==> src/rtl/lsu_pkg.sv <==
// Shared encodings for the load/store unit: access sizes, exception codes and FSM states.
package lsu_pkg;

  localparam logic [1:0] SZ_WORD = 2'b00;
  localparam logic [1:0] SZ_HALF = 2'b01;
  localparam logic [1:0] SZ_BYTE = 2'b10;

  localparam logic [4:0] EXC_ADEL = 5'd4;
  localparam logic [4:0] EXC_ADES = 5'd5;

  typedef enum logic [2:0] {
    ST_IDLE,
    ST_ISSUE,
    ST_CAPTURE,
    ST_RESP,
    ST_EXC
  } state_e;

endpackage

==> src/rtl/lsu_align.sv <==
// Combinational lane logic: byte enables, store-data replication, misalignment
// detection on the incoming request, and load-lane extraction with extension.
module lsu_align
  import lsu_pkg::*;
(
  input  logic [1:0]  chk_size_i,
  input  logic [1:0]  chk_lo_i,
  output logic        misaligned_o,
  input  logic [1:0]  size_i,
  input  logic [1:0]  lo_i,
  input  logic        uns_i,
  input  logic [31:0] wdata_i,
  input  logic [31:0] rdata_i,
  output logic [3:0]  be_o,
  output logic [31:0] wdata_o,
  output logic [31:0] ldata_o
);

  logic [7:0]  lane_b;
  logic [15:0] lane_h;

  // Size 2'b11 falls into the word rules everywhere below.
  assign misaligned_o = ((chk_size_i == SZ_HALF) && chk_lo_i[0]) ||
                        ((chk_size_i != SZ_HALF) && (chk_size_i != SZ_BYTE) &&
                         (chk_lo_i != 2'b00));

  // NOTE: every always_comb output gets a default first so no latch is inferred.
  always_comb begin
    be_o    = 4'b1111;
    wdata_o = wdata_i;
    case (size_i)
      SZ_BYTE: begin
        be_o    = 4'b0001 << lo_i;
        wdata_o = {4{wdata_i[7:0]}};
      end
      SZ_HALF: begin
        be_o    = lo_i[1] ? 4'b1100 : 4'b0011;
        wdata_o = {2{wdata_i[15:0]}};
      end
      default: ;
    endcase
  end

  always_comb begin
    lane_b = rdata_i[7:0];
    case (lo_i)
      2'd1:    lane_b = rdata_i[15:8];
      2'd2:    lane_b = rdata_i[23:16];
      2'd3:    lane_b = rdata_i[31:24];
      default: ;
    endcase
    lane_h = lo_i[1] ? rdata_i[31:16] : rdata_i[15:0];

    ldata_o = rdata_i;
    case (size_i)
      SZ_BYTE: ldata_o = {{24{~uns_i & lane_b[7]}}, lane_b};
      SZ_HALF: ldata_o = {{16{~uns_i & lane_h[15]}}, lane_h};
      default: ;
    endcase
  end

endmodule

==> src/rtl/lsu_ctrl.sv <==
// Load/store unit in front of a synchronous data memory: request latch, FSM and
// response register. Define LSU_STORE_LOG_EN to print every store in simulation.
module lsu_ctrl
  import lsu_pkg::*;
#(
  parameter int unsigned DEPTH_WORDS = 3072
) (
  input  logic        clk,
  input  logic        reset,
  input  logic        req_valid,
  output logic        req_ready,
  input  logic        req_we,
  input  logic [1:0]  req_size,
  input  logic        req_unsigned,
  input  logic [31:0] req_addr,
  input  logic [31:0] req_wdata,
  input  logic [31:0] req_pc,
  input  logic [4:0]  req_rd,
  output logic        mem_en,
  output logic        mem_we,
  output logic [3:0]  mem_be,
  output logic [29:0] mem_addr,
  output logic [31:0] mem_wdata,
  input  logic [31:0] mem_rdata,
  output logic        resp_valid,
  input  logic        resp_ready,
  output logic [31:0] resp_data,
  output logic [4:0]  resp_rd,
  output logic [31:0] resp_pc,
  output logic        exc_valid,
  output logic [4:0]  exc_code,
  output logic [31:0] exc_addr
);

  localparam logic [32:0] ADDR_LIMIT = 33'(DEPTH_WORDS) * 33'd4;

  state_e      state_q, state_d;
  logic        we_q, uns_q;
  logic [1:0]  size_q;
  logic [31:0] addr_q, wdata_q, pc_q, resp_data_q;
  logic [4:0]  rd_q;

  logic        misaligned, fault, issue;
  logic [3:0]  be;
  logic [31:0] wdata_rep, ld_data;

  lsu_align u_align (
    .chk_size_i   (req_size),
    .chk_lo_i     (req_addr[1:0]),
    .misaligned_o (misaligned),
    .size_i       (size_q),
    .lo_i         (addr_q[1:0]),
    .uns_i        (uns_q),
    .wdata_i      (wdata_q),
    .rdata_i      (mem_rdata),
    .be_o         (be),
    .wdata_o      (wdata_rep),
    .ldata_o      (ld_data)
  );

  // Full 33-bit compare so addresses near 2^32 cannot wrap into range.
  assign fault = misaligned || ({1'b0, req_addr} >= ADDR_LIMIT);

  always_comb begin
    state_d = state_q;
    case (state_q)
      ST_IDLE:    if (req_valid) state_d = fault ? ST_EXC : ST_ISSUE;
      ST_ISSUE:   state_d = we_q ? ST_IDLE : ST_CAPTURE;
      ST_CAPTURE: state_d = ST_RESP;
      ST_RESP:    if (resp_ready) state_d = ST_IDLE;
      default:    state_d = ST_IDLE;
    endcase
  end

  // NOTE: sequential state uses non-blocking assignments so every flop samples pre-edge values.
  always_ff @(posedge clk) begin
    if (!reset) begin
      state_q     <= ST_IDLE;
      we_q        <= 1'b0;
      uns_q       <= 1'b0;
      size_q      <= SZ_WORD;
      addr_q      <= '0;
      wdata_q     <= '0;
      pc_q        <= '0;
      rd_q        <= '0;
      resp_data_q <= '0;
    end else begin
      state_q <= state_d;
      if (state_q == ST_IDLE && req_valid) begin
        we_q    <= req_we;
        uns_q   <= req_unsigned;
        size_q  <= req_size;
        addr_q  <= req_addr;
        wdata_q <= req_wdata;
        pc_q    <= req_pc;
        rd_q    <= req_rd;
      end
      if (state_q == ST_CAPTURE) resp_data_q <= ld_data;
    end
  end

  assign issue     = (state_q == ST_ISSUE);
  assign req_ready = (state_q == ST_IDLE);
  assign mem_en    = issue;
  assign mem_we    = issue & we_q;
  assign mem_be    = issue ? be : 4'b0000;
  assign mem_addr  = issue ? addr_q[31:2] : 30'd0;
  assign mem_wdata = issue ? wdata_rep : 32'd0;

  assign resp_valid = (state_q == ST_RESP);
  assign resp_data  = resp_data_q;
  assign resp_rd    = resp_valid ? rd_q : 5'd0;
  assign resp_pc    = resp_valid ? pc_q : 32'd0;

  assign exc_valid = (state_q == ST_EXC);
  assign exc_code  = exc_valid ? (we_q ? EXC_ADES : EXC_ADEL) : 5'd0;
  assign exc_addr  = exc_valid ? addr_q : 32'd0;

`ifdef LSU_STORE_LOG_EN
  logic [31:0] log_mask;
  assign log_mask = {{8{mem_be[3]}}, {8{mem_be[2]}}, {8{mem_be[1]}}, {8{mem_be[0]}}};

  always @(posedge clk) begin
    if (reset && mem_we)
      $display("@%h: *%h <= %h", pc_q, {addr_q[31:2], 2'b00}, mem_wdata & log_mask);
  end
`endif

endmodule

==> config.mk <==
export PLATFORM = sky130hd
export DESIGN_NAME = lsu_ctrl
export DESIGN_NICKNAME = d
export VERILOG_FILES = /design/src/rtl/lsu_pkg.sv /design/src/rtl/lsu_align.sv /design/src/rtl/lsu_ctrl.sv
export SDC_FILE = /design/constraint.sdc
export NUM_CORES = 1
export LEC_CHECK = 0
export CAP_MARGIN = 20
export CORE_UTILIZATION = 42
export CTS_CLUSTER_SIZE = 12
export DETAILED_ROUTE_END_ITERATION = 7
export GPL_TIMING_DRIVEN = 0
export HOLD_SLACK_MARGIN = 0.02
export PLACE_DENSITY = 0.81
export SLEW_MARGIN = 20
export SYNTH_ARGS = -nofsm -noshare
export SYNTH_HDL_FRONTEND = slang
export SYNTH_SLANG_ARGS = --single-unit
==> constraint.sdc <==
create_clock -name clk -period 2.3 [get_ports clk]
set_clock_uncertainty 0.15 [all_clocks]
set_input_delay 0.46 -clock clk [delete_from_list [all_inputs] [get_ports clk]]
set_output_delay 0.46 -clock clk [all_outputs]
set_load 0.01 [all_outputs]
# [Yosys cells after proc, flatten, opt, wreduce, memory -nomap -nowiden]
# Cells that the tools add are included.
[totals] register_bits=140 output_inout_bits=177
[op_classes] n_mux=19 shift=1 n_lt_le_gt_ge=1 reduce_logical=9 eq_ne=14 bitwise_logic=4
[op_table] operator="$pmux W32 S2" count=2
[op_table] operator="$mux W32" count=3
[op_table] operator="$ge A32 B14 Y1 const B" count=1
[op_table] operator="$mux W30" count=1
[op_table] operator="$pmux W8 S3" count=1
[op_table] operator="$mux W16" count=1
[op_table] operator="$mux W3" count=4
[op_table] operator="$pmux W3 S4" count=1
[op_table] operator="$mux W4" count=2
[op_table] operator="$pmux W4 S2" count=1
[op_table] operator="$eq A2 B1 Y1 const B" count=3
[op_table] operator="$eq A2 B2 Y1 const B" count=3
[op_table] operator="$eq A3 B2 Y1 const B" count=2
[op_table] operator="$mux W5" count=1
[op_table] operator="$logic_and A1 B1 Y1" count=4
[op_table] operator="$ne A2 B1 Y1 const B" count=2
[op_table] operator="$ne A2 B2 Y1 const B" count=2
[op_table] operator="$shl A1 B2 Y4 const A" count=1
[op_table] operator="$and A1 B1 Y1" count=3
[op_table] operator="$eq A3 B1 Y1 const B" count=1
[op_table] operator="$eq A3 B3 Y1 const B" count=1
[op_table] operator="$logic_not A3 Y1" count=1
[op_table] operator="$logic_or A1 B1 Y1" count=2
[op_table] operator="$mux W2" count=1
[op_table] operator="4 further kinds" count=4

# [Longest topological paths before layout]
[logic_depth] word_depth=8 mapped_depth=8 mapped_depth_nobuf=6

# [Cells and area by module]
# Synthesis repeated with hierarchy kept, for this count alone.
[unflattened] cells_unflattened=955 hier_area_um2=7049.3
[modules_own_cells] mod="lsu_ctrl" n_inst=1 cells_per_inst=782 area_each_um2=5895.7 seq_area_each_um2=2802.7
[modules_own_cells] mod="lsu_align" n_inst=1 cells_per_inst=173 area_each_um2=1153.6 seq_area_each_um2=0.0

# [Worst setup path before layout]
# Ideal clock, no wire load.
[synth_timing] path_kind="flip-flop to output port" start="register size_q[0]" end="output port mem_wdata[15]" required_time_ns=1.690 n_path_buf=2 path_slack_ns=0.069 arrival_time_ns=1.621 stages_incl_launch_ff=9 path_cell_list="dfxtp_1 -> inv_1 -> ha_1 -> clkbuf_1 -> clkbuf_1 -> a21oi_1 -> o21ai_0 -> nand2_1 -> a21oi_1"
[synth_between] elab_chain_cells=3 elab_cells_between_ends=4 cone_classes="eq/ne (2); mux (2)"
[synth_rtl] element="start: declaration" line="lsu_ctrl.sv:39" source="logic [1:0] size_q;"
[synth_rtl] element="start signal: assignment" line="lsu_ctrl.sv:92" source="size_q <= req_size;"
[synth_rtl] element="$eq A2 B1 Y1 / $eq A2 B2 Y1 (equally long branches)" line="lsu_align.sv:31" source="case (size_i)"
[synth_rtl] element="$pmux W32 S2 (*)" line="lsu_align.sv:31"
[synth_rtl] element="$mux W32 (*)" line="lsu_ctrl.sv:108" source="assign mem_wdata = issue ? wdata_rep : 32'd0;"
[synth_rtl] element="end: declaration" line="lsu_ctrl.sv:23" source="output logic [31:0] mem_wdata,"
# Every way passes the cells marked *; elsewhere a longest branch is shown, timed or not.

# [Worst setup path in the final report]
[layout_timing] start="register size_q[0]" end="output port mem_wdata[17]"
# Same word-level chain as after synthesis.

==> impl_metrics.csv <==
group,metric,value,unit
run_status,status,"finished, violations left",
run_status,violations,"setup timing",
route,drt_first_iter_violations,538,
cts,clkTransAtPathRegs,0.06,ns
sta,fin_ws,-0.2890,ns
route,drtPass1Iterations,6,
cts,cts_tree,"yes",
logic_synthesis,async_flop_share,0,%
global_routing,track_usage,31.39,%
critical_path,critPathMaxStageDelay,0.38,ns
finish,final_layout_size_suffix_gt1_share,33.61,%
cts,cts_buffer_depth,2,
placement,gp_congestion,0.8397,
floorplan,die_width,129.9,um
critical_path,worstPathCellList,"inv_4 -> ha_4 -> clkbuf_16 -> nor2_4 -> buf_6 -> buf_6 -> a22oi_2 -> nor2_1 -> buf_2",
sta,report.final.setup_viol,74,
pwr,ir_worst_vdd,0.0005390,V
critical_path,r2r_setup_slack,0.10,ns
logic_synthesis,synth_top_area_share,40.77,%
logic_synthesis,ys_seq_area_share,40.77,%
logic_synthesis,synth.ff_latch_count,140,
cts,clock_latency,0.43,ns
route,routed_wl,28.09,mm
sta,final_hold_viol_count,0,
sta,fmax,386.3,MHz
critical_path,rr_worst_depth,9,
floorplan,start_util,43.12,%
cts,cts.sinks,140,
route,via_count,8088,
sta,slew_viol_final,0,
logic_synthesis,synth_top_cell_by_area,"dfxtp_1",
sta,rsz0062_at_grt,"true",
pwr,leakagePower,0.005149,uW
logic_synthesis,syn-instance-count,900,
critical_path,cp.arrival,1.98,ns
floorplan,die_area,16880,um^2
global_routing,grt_pass1_wl,40.25,mm
critical_path,worstSetupStartpoint,"size_q[0]",
placement,dp_hpwl,18.16,mm
floorplan,fp.dieH,129.9,um
global_routing,overflow,0,
sta,period_minus_slack,2.589,ns
global_routing,grt_max_degree,17,
global_routing,antenna_found_initial,0,
route,final_antenna_net_count,0,
logic_synthesis,synthTopCellsByArea,"dfxtp_1, nand2_1, and2_1",
hold_path,hold_class,"input pin to flip-flop",
cts,cts_made_buffers,17,
finish,synthToLayoutAreaGrowth,78.89,%
critical_path,path_class,"flip-flop to primary output",
logic_synthesis,netlist_area,6874,um^2
global_routing,grt_pass1_vias,7567,
sta,slew_headroom,55.24,%
critical_path,regToRegStartpoint,"state_q[0]",
route,drc,0,
logic_synthesis,ys.warnings.count,0,
critical_path,cp_common_cell,"buf_6",
finish,fin_nets,1440,
job,cap_violations,0,
sta,finalCritPeriodShare,112.6,%
critical_path,startpoint_type,"flip-flop",
sta,tns,-8.079,ns
cts,postCtsHoldBufs,0,
logic_synthesis,synth_ff_type,"dfxtp_1",
critical_path,critPathMaxFanout,5,
sta,whs,0.2714,ns
critical_path,cp-end-kind,"primary output",
floorplan,fp-row-count,46,
finish,fin_util,77.13,%
route,viasPerCell,5.304,
floorplan,ios,318,
placement,io_buffer_count,313,
floorplan,core_area,15940,um^2
placement,place_area,10290,um^2
logic_synthesis,synth_area_per_cell,7.638,um^2
cts,cts_root_buf,"clkbuf_16",
finish,n_antenna_cell,0,
sta,worst_pin_slew,0.6714,ns
logic_synthesis,synth_edf_count,0,
pwr,p_per_area,541.9,nW/um^2
finish,design_area,12300,um^2
critical_path,cp_slowest_cell,"dfxtp_4",
cts,h-tree-depth,4,
critical_path,crit_end,"mem_wdata[17]",
critical_path,worst_ep_required_time,1.69,ns
route,wl_per_cell,18.42,um
critical_path,rr_endpoint,"wdata_q[22]",
logic_synthesis,synth_cell_types,36,
==> routing by layer <==
metal / GRT usage [%] / part of all wire, %
met1: 36.83 / 39
met2: 55.30 / 49
met3: 6.396 / 7.8
met4: 13.82 / 3.8
met5: 0 / 0
==> registers in the layout, summed over array words and instances (netlist names) <==
register   cells
uns_q          1
state_q        3
size_q         2
pc_q          32
rd_q           5
wdata_q       32
we_q           1
addr_q        32
resp_data     32
==> final cells by class <==
cell class,instances,area (um^2)
plain buffers,70,598.1
clock inverters,12,186.4
flip-flops and latches,140,2821
fillers,1128,3646
inverters,11,60.06
well taps,216,270.3
clock buffers,20,436.7
repair buffers,383,3656
multi-input cells,673,4268
==> worst min-delay path by stage <==
stage             from       end  slack, ns  cells past startpoint
6_report         reset  pc_q[13]       0.27                      2
5_1_grt          reset  pc_q[16]       0.31                      2
4_1_cts          reset  pc_q[16]       0.27                      2
3_5_place_dp   rd_q[2]   rd_q[2]       0.29                      2
3_3_place_gp   rd_q[2]   rd_q[2]       0.29                      2
2_1_floorplan  rd_q[0]   rd_q[0]       0.28                      2
==> synthesized netlist by cell type, types with 3 or more instances <==
cell and count:
nand2_1 235, dfxtp_1 140, and2_1 109, a21boi_0 66, a21oi_1 49, nor2_1 47
clkbuf_1 41, a21boi_1 39, o21ai_0 33, a22oi_1 29, buf_2 24, inv_1 10
nand3b_1 9, a221oi_1 8, o211ai_1 8, buf_1 7, mux2_2 7, buf_4 5
nand2b_1 4, nor4_1 4, ha_1 3, nor3b_1 3, o22ai_1 3
==> cells in the final DEF, fill, tap and decap left out, types with 7 or more instances in the layout <==
cell type / count
clkbuf_16: 24
inv_1: 7
clkbuf_1: 25
clkdlybuf4s50_1: 171
buf_6: 103
a21boi_0: 66
a22oi_1: 7
and2_4: 70
mux2_2: 7
o211ai_1: 8
a22oi_2: 22
a221oi_1: 8
nand3b_1: 9
a21boi_1: 39
nor2_4: 12
buf_4: 39
dfxtp_1: 135
and2_1: 39
nand2_1: 232
buf_2: 79
a21oi_2: 8
a21oi_1: 35
a21oi_4: 7
nor2_1: 23
o21ai_0: 32
nor2_2: 12
buf_8: 18
==> critical path: cells and delay by family, from the launching register on <==
family	cells	cell delay, ns
flops	1	0.38
fa+ha+maj	1	0.25
buf+inv	5	0.57
compound gates	1	0.04
simple gates	2	0.31
==> logic make-up after synthesis <==
kind of cell,after synthesis,share of synthesized area (%)
AOI/OAI and AO/OA,238,23.13
adders and majority gates,3,0.5461
buffers and inverters,89,5.679
DFF,140,40.77
muxes,9,1.438
other,1,0.05455
and+or+nand+nor,420,28.38
==> metrics by stage <==
stage | total power, uW | std cells | setup WS, ns
3_5_place_dp | 3472 | 1431 | -0.8018
5_1_grt | 6858 | 1525 | -0.3339
3_3_place_gp | 3455 | 1431 | -1.010
6_report | 6663 | 1525 | -0.2890
2_1_floorplan | 3033 | 902 | 0.06945
4_1_cts | 6561 | 1513 | -0.2482
==> timing repair <==
item | 4_1_cts | 5_1_grt
setup buffers | 43 | 22
gates cloned | 9 | 1
pin swaps | 50 | 40
endpoints found under the hold margin | 0 | 0
gates resized for setup | 783 | 166
endpoints found under the setup margin | 142 | 199
==> power breakdown <==
| group | internal [uW] | switching (uW) | total (uW) |
|---|---|---|---|
| registers | 2530 | 96.0 | 2630 |
| logic | 592 | 501 | 1090 |
| clock network | 1830 | 1120 | 2940 |
Power figures use the tool's default switching activity.
